$ cat src/rtl/countdown_timer_mmss.sv
//------------------------------------------------------------------------------
// countdown_timer_mmss
//
// Purpose:
//   Loadable mm:ss kitchen-style countdown timer. The count is kept as four
//   BCD digits and goes down by one second on each clk_sec pulse while the
//   timer runs. Button pulses start, pause, resume, load and clear the timer.
//   On reaching 00:00 it pulses timeout for one cycle and holds alarm high for
//   ALARM_SEC seconds, or until the user acknowledges it with btn_start.
//
// Parameters:
//   ALARM_SEC  alarm duration in clk_sec ticks (1..31)
//   MIN10_MAX  largest minutes-tens digit (5 -> 59:59, 9 -> 99:59)
//
// Ports:
//   clk                       system clock
//   reset_n                   synchronous active-low reset
//   clk_sec                   one-cycle pulse per second
//   btn_start                 one-cycle pulse: start / pause / resume / ack
//   btn_load                  one-cycle pulse: load the set_* digits
//   btn_clear                 one-cycle pulse: abort and zero the count
//   set_sec1 .. set_min10     BCD preset digits
//   sec1 .. min10             current BCD count (registered)
//   running                   high while counting
//   alarm                     high while the alarm sounds
//   timeout                   one-cycle pulse when the count reaches 00:00
//
// Build option:
//   COUNTDOWN_AUTO_RELOAD_EN  when defined, the last loaded value is kept in a
//                             shadow register and restored when the alarm ends
//                             (by timing out or by btn_start acknowledge).
//------------------------------------------------------------------------------
module countdown_timer_mmss #(
    parameter int ALARM_SEC = 5,
    parameter int MIN10_MAX = 5
) (
    input  logic       clk,
    input  logic       reset_n,
    input  logic       clk_sec,
    input  logic       btn_start,
    input  logic       btn_load,
    input  logic       btn_clear,
    input  logic [3:0] set_sec1,
    input  logic [3:0] set_sec10,
    input  logic [3:0] set_min1,
    input  logic [3:0] set_min10,
    output logic [3:0] sec1,
    output logic [3:0] sec10,
    output logic [3:0] min1,
    output logic [3:0] min10,
    output logic       running,
    output logic       alarm,
    output logic       timeout
);

    typedef enum logic [1:0] {
        ST_IDLE,
        ST_RUN,
        ST_PAUSE,
        ST_ALARM
    } state_t;

    typedef struct packed {
        logic [3:0] min10;
        logic [3:0] min1;
        logic [3:0] sec10;
        logic [3:0] sec1;
    } bcd_t;

    localparam logic [3:0] MIN10_LIM  = 4'(MIN10_MAX);
    localparam logic [4:0] ALARM_LAST = 5'(ALARM_SEC - 1);

    state_t     state, state_nxt;
    bcd_t       count, count_nxt;
    bcd_t       load_val;
    bcd_t       dec_val;
    bcd_t       reload_val;
    logic [4:0] alarm_cnt, alarm_cnt_nxt;
    logic       timeout_nxt;
    logic       at_expiry;

`ifdef COUNTDOWN_AUTO_RELOAD_EN
    bcd_t       shadow, shadow_nxt;
`endif

    // Preset digits are clamped into the legal BCD range of each position so
    // that a bad preset can never put an illegal digit on the display.
    always_comb begin
        load_val.sec1  = (set_sec1  > 4'd9)      ? 4'd9      : set_sec1;
        load_val.sec10 = (set_sec10 > 4'd5)      ? 4'd5      : set_sec10;
        load_val.min1  = (set_min1  > 4'd9)      ? 4'd9      : set_min1;
        load_val.min10 = (set_min10 > MIN10_LIM) ? MIN10_LIM : set_min10;
    end

    // One-second BCD decrement. Each digit that is already zero wraps to its
    // maximum and borrows from the next digit up. The minutes-tens digit is
    // only reached when the count is at least 10:00, so it never underflows.
    always_comb begin
        dec_val = count;
        if (count.sec1 != 4'd0) begin
            dec_val.sec1 = count.sec1 - 4'd1;
        end else begin
            dec_val.sec1 = 4'd9;
            if (count.sec10 != 4'd0) begin
                dec_val.sec10 = count.sec10 - 4'd1;
            end else begin
                dec_val.sec10 = 4'd5;
                if (count.min1 != 4'd0) begin
                    dec_val.min1 = count.min1 - 4'd1;
                end else begin
                    dec_val.min1  = 4'd9;
                    dec_val.min10 = count.min10 - 4'd1;
                end
            end
        end
    end

    // A tick at 00:01 expires the timer. A count of 00:00 in RUN (possible
    // only by loading zero while paused and resuming) is treated the same way
    // instead of wrapping around to the top of the range.
    assign at_expiry = (count.min10 == 4'd0) && (count.min1 == 4'd0) &&
                       (count.sec10 == 4'd0) && (count.sec1 <= 4'd1);

    // The value the digits take when the alarm ends: the shadow copy of the
    // last load when auto-reload is built in, otherwise 00:00.
`ifdef COUNTDOWN_AUTO_RELOAD_EN
    assign reload_val = shadow;
`else
    assign reload_val = '0;
`endif

    // Next-state and next-count logic. Events are handled in priority order
    // clear > load > start > tick, so only one of them acts in any cycle.
    // A load in RUN or ALARM is ignored and lets lower-priority events act.
    always_comb begin
        state_nxt     = state;
        count_nxt     = count;
        alarm_cnt_nxt = alarm_cnt;
        timeout_nxt   = 1'b0;
`ifdef COUNTDOWN_AUTO_RELOAD_EN
        shadow_nxt    = shadow;
`endif

        if (btn_clear) begin
            state_nxt     = ST_IDLE;
            count_nxt     = '0;
            alarm_cnt_nxt = '0;
`ifdef COUNTDOWN_AUTO_RELOAD_EN
            shadow_nxt    = '0;
`endif
        end else if (btn_load && (state == ST_IDLE || state == ST_PAUSE)) begin
            count_nxt  = load_val;
`ifdef COUNTDOWN_AUTO_RELOAD_EN
            shadow_nxt = load_val;
`endif
        end else if (btn_start) begin
            case (state)
                ST_IDLE: begin
                    if (count != '0) begin
                        state_nxt = ST_RUN;
                    end
                end
                ST_RUN: begin
                    state_nxt = ST_PAUSE;
                end
                ST_PAUSE: begin
                    state_nxt = ST_RUN;
                end
                ST_ALARM: begin
                    state_nxt = ST_IDLE;
                    count_nxt = reload_val;
                end
                default: begin
                    state_nxt = ST_IDLE;
                end
            endcase
        end else if (clk_sec) begin
            case (state)
                ST_RUN: begin
                    if (at_expiry) begin
                        state_nxt     = ST_ALARM;
                        count_nxt     = '0;
                        alarm_cnt_nxt = '0;
                        timeout_nxt   = 1'b1;
                    end else begin
                        count_nxt = dec_val;
                    end
                end
                ST_ALARM: begin
                    if (alarm_cnt == ALARM_LAST) begin
                        state_nxt     = ST_IDLE;
                        count_nxt     = reload_val;
                        alarm_cnt_nxt = '0;
                    end else begin
                        alarm_cnt_nxt = alarm_cnt + 5'd1;
                    end
                end
                default: begin
                end
            endcase
        end
    end

    // State and output registers. running and alarm are decoded from the next
    // state so that they change in the same cycle as the state itself.
    always_ff @(posedge clk) begin
        if (!reset_n) begin
            state     <= ST_IDLE;
            count     <= '0;
            alarm_cnt <= '0;
            running   <= 1'b0;
            alarm     <= 1'b0;
            timeout   <= 1'b0;
`ifdef COUNTDOWN_AUTO_RELOAD_EN
            shadow    <= '0;
`endif
        end else begin
            state     <= state_nxt;
            count     <= count_nxt;
            alarm_cnt <= alarm_cnt_nxt;
            running   <= (state_nxt == ST_RUN);
            alarm     <= (state_nxt == ST_ALARM);
            timeout   <= timeout_nxt;
`ifdef COUNTDOWN_AUTO_RELOAD_EN
            shadow    <= shadow_nxt;
`endif
        end
    end

    assign sec1  = count.sec1;
    assign sec10 = count.sec10;
    assign min1  = count.min1;
    assign min10 = count.min10;

endmodule

$ cat config.mk
export PLATFORM = sky130hd
export DESIGN_NAME = countdown_timer_mmss
export DESIGN_NICKNAME = d
export VERILOG_FILES = /design/src/rtl/countdown_timer_mmss.sv
export SDC_FILE = /design/constraint.sdc
export NUM_CORES = 1
export LEC_CHECK = 0
export ABC_AREA = 1
export ABC_CLOCK_PERIOD_IN_PS = 1630
export CAP_MARGIN = 20
export CORE_MARGIN = 2
export CORE_UTILIZATION = 30
export DETAILED_ROUTE_END_ITERATION = 10
export GPL_ROUTABILITY_DRIVEN = 1
export MAX_ROUTING_LAYER = met4
export SLEW_MARGIN = 0
export SYNTH_ARGS = -nofsm -noshare
export SYNTH_HDL_FRONTEND = slang
export SYNTH_SLANG_ARGS = --single-unit
$ cat constraint.sdc
create_clock -name clk -period 1.63 [get_ports clk]
set_input_delay 0.4075 -clock clk [delete_from_list [all_inputs] [get_ports clk]]
set_output_delay 0.4075 -clock clk [all_outputs]
set_load 0.01 [all_outputs]
# Yosys cells after proc, flatten, opt, wreduce, memory -nomap -nowiden
# Index checks and enable logic that the tools add are counted.
[word_totals]
ff_bits = 26
latchBits = 0
ram_bits = 0
romBits = 0
input_bits = 22
out_inout_bits = 19
word_cells = 89
n_memories = 0
[classes]
addsub = 5
mul = 0
div = 0
n_lt_le_gt_ge = 5
n_eq_ne = 12
shift = 0
muxes = 30
bitwise = 5
reduce_logical = 23
[ops]
columns = ["cell", "count"]
rows = [
  ["2-to-1 mux 16 bit", 6],
  ["2-to-1 mux 4 bit", 8],
  ["one-hot mux 16 bit (2 select lines)", 1],
  ["nonzero test 16 bit", 1],
  ["subtractor 4 x 1 -> 4 bit (second input constant)", 4],
  ["inequality test 5 bit (second input constant)", 3],
  ["2-to-1 mux 2 bit", 7],
  ["zero test 4 bit", 3],
  ["2-to-1 mux 12 bit", 1],
  ["nonzero test 4 bit", 3],
  ["2-to-1 mux 5 bit", 2],
  ["one-hot mux 5 bit (2 select lines)", 1],
  ["AND reduction 5 bit", 2],
  ["greater-than comparator 4 x 3 -> 1 bit (second input constant)", 2],
  ["greater-than comparator 4 bit (second input constant)", 2],
  ["2-to-1 mux 8 bit", 1],
  ["one-hot mux 2 bit (4 select lines)", 1],
  ["AND reduction 7 bit", 1],
  ["== test 2 bit (second input constant)", 3],
  ["AND reduction 6 bit", 1],
  ["nonzero test 3 bit", 2],
  ["OR reduction 6 bit", 1],
  ["adder 5 x 1 -> 5 bit (second input constant)", 1],
  ["== test 5 x 3 -> 1 bit (second input constant)", 1],
  ["14 further kinds", 22],
]

# Logic depth before layout (Yosys ltp)
[logic_depth]
depth_word = 11
depth_mapped = 12
depth_no_buf = 12

# Least setup slack after synthesis
# Ideal clock, no wire load.
[synth_path]
kind = "flip-flop to flip-flop"
startpoint = "register count, in the netlist sec10[0]"
endpoint = "register count, in the netlist sec10[1]"
setup_ns = 0.064
t_arrival_ns = 1.578
t_required_ns = 1.566
path_slack_ns = -0.012
path_stages_with_launch = 12
path_buffers = 0
synth_period_minus_slack_ns = 1.642
path_cell_list = "dfxtp_1 -> inv_1 -> ha_1 -> nand3_1 -> inv_1 -> nand3_2 -> nand4_1 -> nand2_2 -> inv_1 -> nand2_1 -> nand2_1 -> nor2_1"
[synth_between]
elab_chain_len = 8
word_cells_on_any_way = 14
cone_classes = "1 x add/sub; 1 x eq/ne; 7 x mux; 5 x reduce/logical"
[synth_lines]
columns = ["element", "line_no", "rtl"]
rows = [
  ["from (decl)", "74", "bcd_t count, count_nxt;"],
  ["from (signal assigned)", "219", "count <= count_nxt;"],
  ["subtractor 4 x 1 -> 4 bit, or another cell as far along", "105", "dec_val.sec10 = count.sec10 - 4'd1;"],
  ["2-to-1 mux 4 bit or logical AND 1 bit (tied branches)", "104, 121", ""],
  ["2-to-1 mux 12 bit or logical AND 1 bit (tied branches)", "100, 122", ""],
  ["2-to-1 mux 16 bit", "180", "if (at_expiry) begin"],
  ["one-hot mux 16 bit (2 select lines)", "178", "case (state)"],
  ["2-to-1 mux 16 bit", "177", "end else if (clk_sec) begin"],
  ["2-to-1 mux 16 bit", "156", "end else if (btn_start) begin"],
  ["2-to-1 mux 16 bit", "151", "end else if (btn_load && (state == ST_IDLE || state == ST_PAUSE)) begin"],
]
# Parallel ways exist; a longest one is shown, timed or not. The select of a mux whose other input is x is not followed.
# A chain may end at the register's enable or synchronous reset.

# Worst setup path in the final report
[layout_path]
startpoint = "register count, in the netlist sec1[1]"
endpoint = "output port sec1[1]"
[layout_rtl]
columns = ["element", "line_no", "rtl"]
rows = [
  ["to (decl)", "47", "output logic [3:0] sec1,"],
]
# No word-level cell between the ends.

==> metrics.txt <==
IO Pins=41; drt first pass iters=4; Synth Register Bits=26; Area growth syn-to-layout=70.6%; post-synthesis compound-gate area fraction=0.0987; Synth Area in XOR/XNOR=0.0199; CP bufs+invs=1; total power=1.91 mW; root buffer cell=clkbuf_8; nets=420; Synth Area per Inst=6.16 um^2; Placement Setup Slack=-0.504 ns; core footprint=5610 um^2; WP data arrival=1.23 ns; worst slew pin tran=0.318 ns; setup TNS=-0.00617 ns; largest net degree at the start of global routing=15; # DRC=0; VDD IR max=0.342 mV; First DRT Iteration DRCs=67; vias=2109; HPWL Detailed=3870 um; Max-Cap Viols=0; antenna violations before repair=0; Max FO, Critical Path=5; row cnt=27; CTS Sinks=26; relative slew slack=0.787; Final Max Tran Viols=0; Cell variety after synth=27; final hold vios=0; clk_skew=0.00739 ns; run status=finished with violations; vias per cell=4.56; Clock Path Buffers=2; setup violators final=1; diode count=0; Die ar.=6510 um^2; Period Utilization, post-route=1.00; WHS Path Cells=2; RSZ-0062 raised after global routing=true; crit end category=primary output; largest family of logic cells by synthesized area=simple AND/OR/NAND/NOR gates; Die X=80.7 um; failing checks=negative setup slack; Yosys Warn Count=0; startpoint types=flip-flop; first-pass GRT wire length=8470 um; simple-gate share of the synthesized area=0.432; Post-Route Utilization=0.536; die height=80.7 um; TritonCTS clock tree=done; clock network latency to the later pin of the worst-skew pair=0.28 ns; antenna violation net count after detailed routing=0; WP data required=1.22 ns; Crit Path Class=reg2out; Total GRT Usage=0.168; clk slew on worst S/H paths=0.09 ns; leakage=1.48 nW; Pwr Density=636 nW/um^2; syn_nets=314; critical path depth=1; chain of cells forming the critical path=clkdlybuf4s50_1; share of layout cells above drive strength 1=0.343; CP peak stage delay=0.56 ns; post-route setup slack=-0.00617 ns; HP Class=reg2reg; Post-Synthesis Cells=286; Achievable Freq=611 MHz; Adder-Cell Fraction of Synth Area=0.0426; H-tree levels=1; gr ovfl total=0; Worst R2R Path Depth=10; GPL Wtd Cong=0.866; mux contribution to synthesized area=0; clock buffer count from CTS=3; area of the mapped netlist=1760 um^2; Worst path top cell family by delay=buffers and inverters; initial core utilization=0.314; Cell Count, Final, Fillers Out=463; Cells after DPL=452; Final Critical Period=1.64 ns; Port Buf Inserts=40; drt wl/cell=11.2 um; vias in the first global route=1952; most frequent cells in the layout=buf_4, nand2_1, nor2_1, inv_1, clkdlybuf4s50_1; commonest non-fill, non-tap cell in the layout=buf_4; Slowest cell on crit path=clkdlybuf4s50_1; sequential share of the synthesized area=0.295; routed wire length=5200 um
[per-layer routing]
| metal | vias up | routed length [um] | global-route usage |
|---|---|---|---|
| met2 | 36 | 2480 | 0.283 |
| met3 | 4 | 227 | 0.0146 |
| met5 | - | 0 | - |
| met4 | 0 | 61 | 0.0559 |
| met1 | 940 | 2440 | 0.214 |
| li1 | 1129 | - | - |
[flip-flops by register name (all words and copies together) (netlist names)]
name / count
alarm: 1
alarm_cnt: 5
min1: 4
min10: 4
running: 1
sec1: 4
sec10: 4
state: 2
timeout: 1
[kinds of logic (layout without fill, tap and decap cells)]
group | after synthesis | after routing
flip-flops | 26 | 26
AO/OA/AOI/OAI | 31 | 31
adder cells (fa/ha/maj) | 6 | 6
AND/OR/NAND/NOR | 169 | 169
XOR/XNOR | 4 | 4
buffers and inverters | 50 | 155
[area by class of cell]
cell class                      count  area (um^2)
Clock buffer                        4         55.1
Fill cell                         577         2600
Inverter                           45          174
Multi-Input combinational cell    210         1240
Sequential cell                    26          532
Tap cell                           72         90.1
Timing Repair Buffer              106          921
[metrics by stage]
step	hold slack [ns]	cell area, um^2
detailed placement	0.543	2710
global route	0.607	3010
floorplan	0.471	1790
finish	0.560	3010
global placement	0.531	2710
CTS	0.567	2810
[synthesized netlist by cell type (all sizes together)]
cell type / count / area (um^2)
a21oi: 8 / 40.0
nor3: 9 / 45.0
o21ai: 17 / 88.8
nor2: 50 / 198
nand3: 28 / 160
a31oi: 2 / 12.5
buf: 1 / 11.3
inv: 45 / 171
nor3b: 4 / 30.0
a32oi: 1 / 8.76
dfxtp: 26 / 521
ha: 6 / 75.1
o21a: 2 / 15.0
a211o: 1 / 8.76
xor2: 4 / 35.0
or2: 1 / 6.26
nand2: 68 / 265
nand4: 9 / 56.3
clkbuf: 4 / 15.0
[path summary, 6_finish.rpt]
| check | end | startpoint | slack, ns |
|---|---|---|---|
| min | sec1[1]$_SDFFE_PP0P_ | sec1[1]$_SDFFE_PP0P_ | 0.56 |
| min reg2reg | sec1[1]$_SDFFE_PP0P_ | sec1[1]$_SDFFE_PP0P_ | 0.56 |
| max | sec1[1] | sec1[1]$_SDFFE_PP0P_ | -0.006 |
| max reg2reg | min10[0]$_SDFFE_PP0P_ | sec10[0]$_SDFFE_PP0P_ | 0.04 |
[power by group]
group | total, mW | internal [mW] | switching [mW] | leakage (nW)
Sequential | 0.681 | 0.662 | 0.0189 | 0.215
Combinational | 0.798 | 0.409 | 0.389 | 1.23
Clock | 0.435 | 0.217 | 0.218 | 0.0288
[timing repair]
item | CTS | global route
setup endpoints to repair | 35 | 26
resized for setup | 34 | 54
gates cloned | 0 | 0
hold buffers | 0 | 0
pin swaps | 9 | 19
buffers inserted | 2 | 5
(Power assumes the default switching activity.)
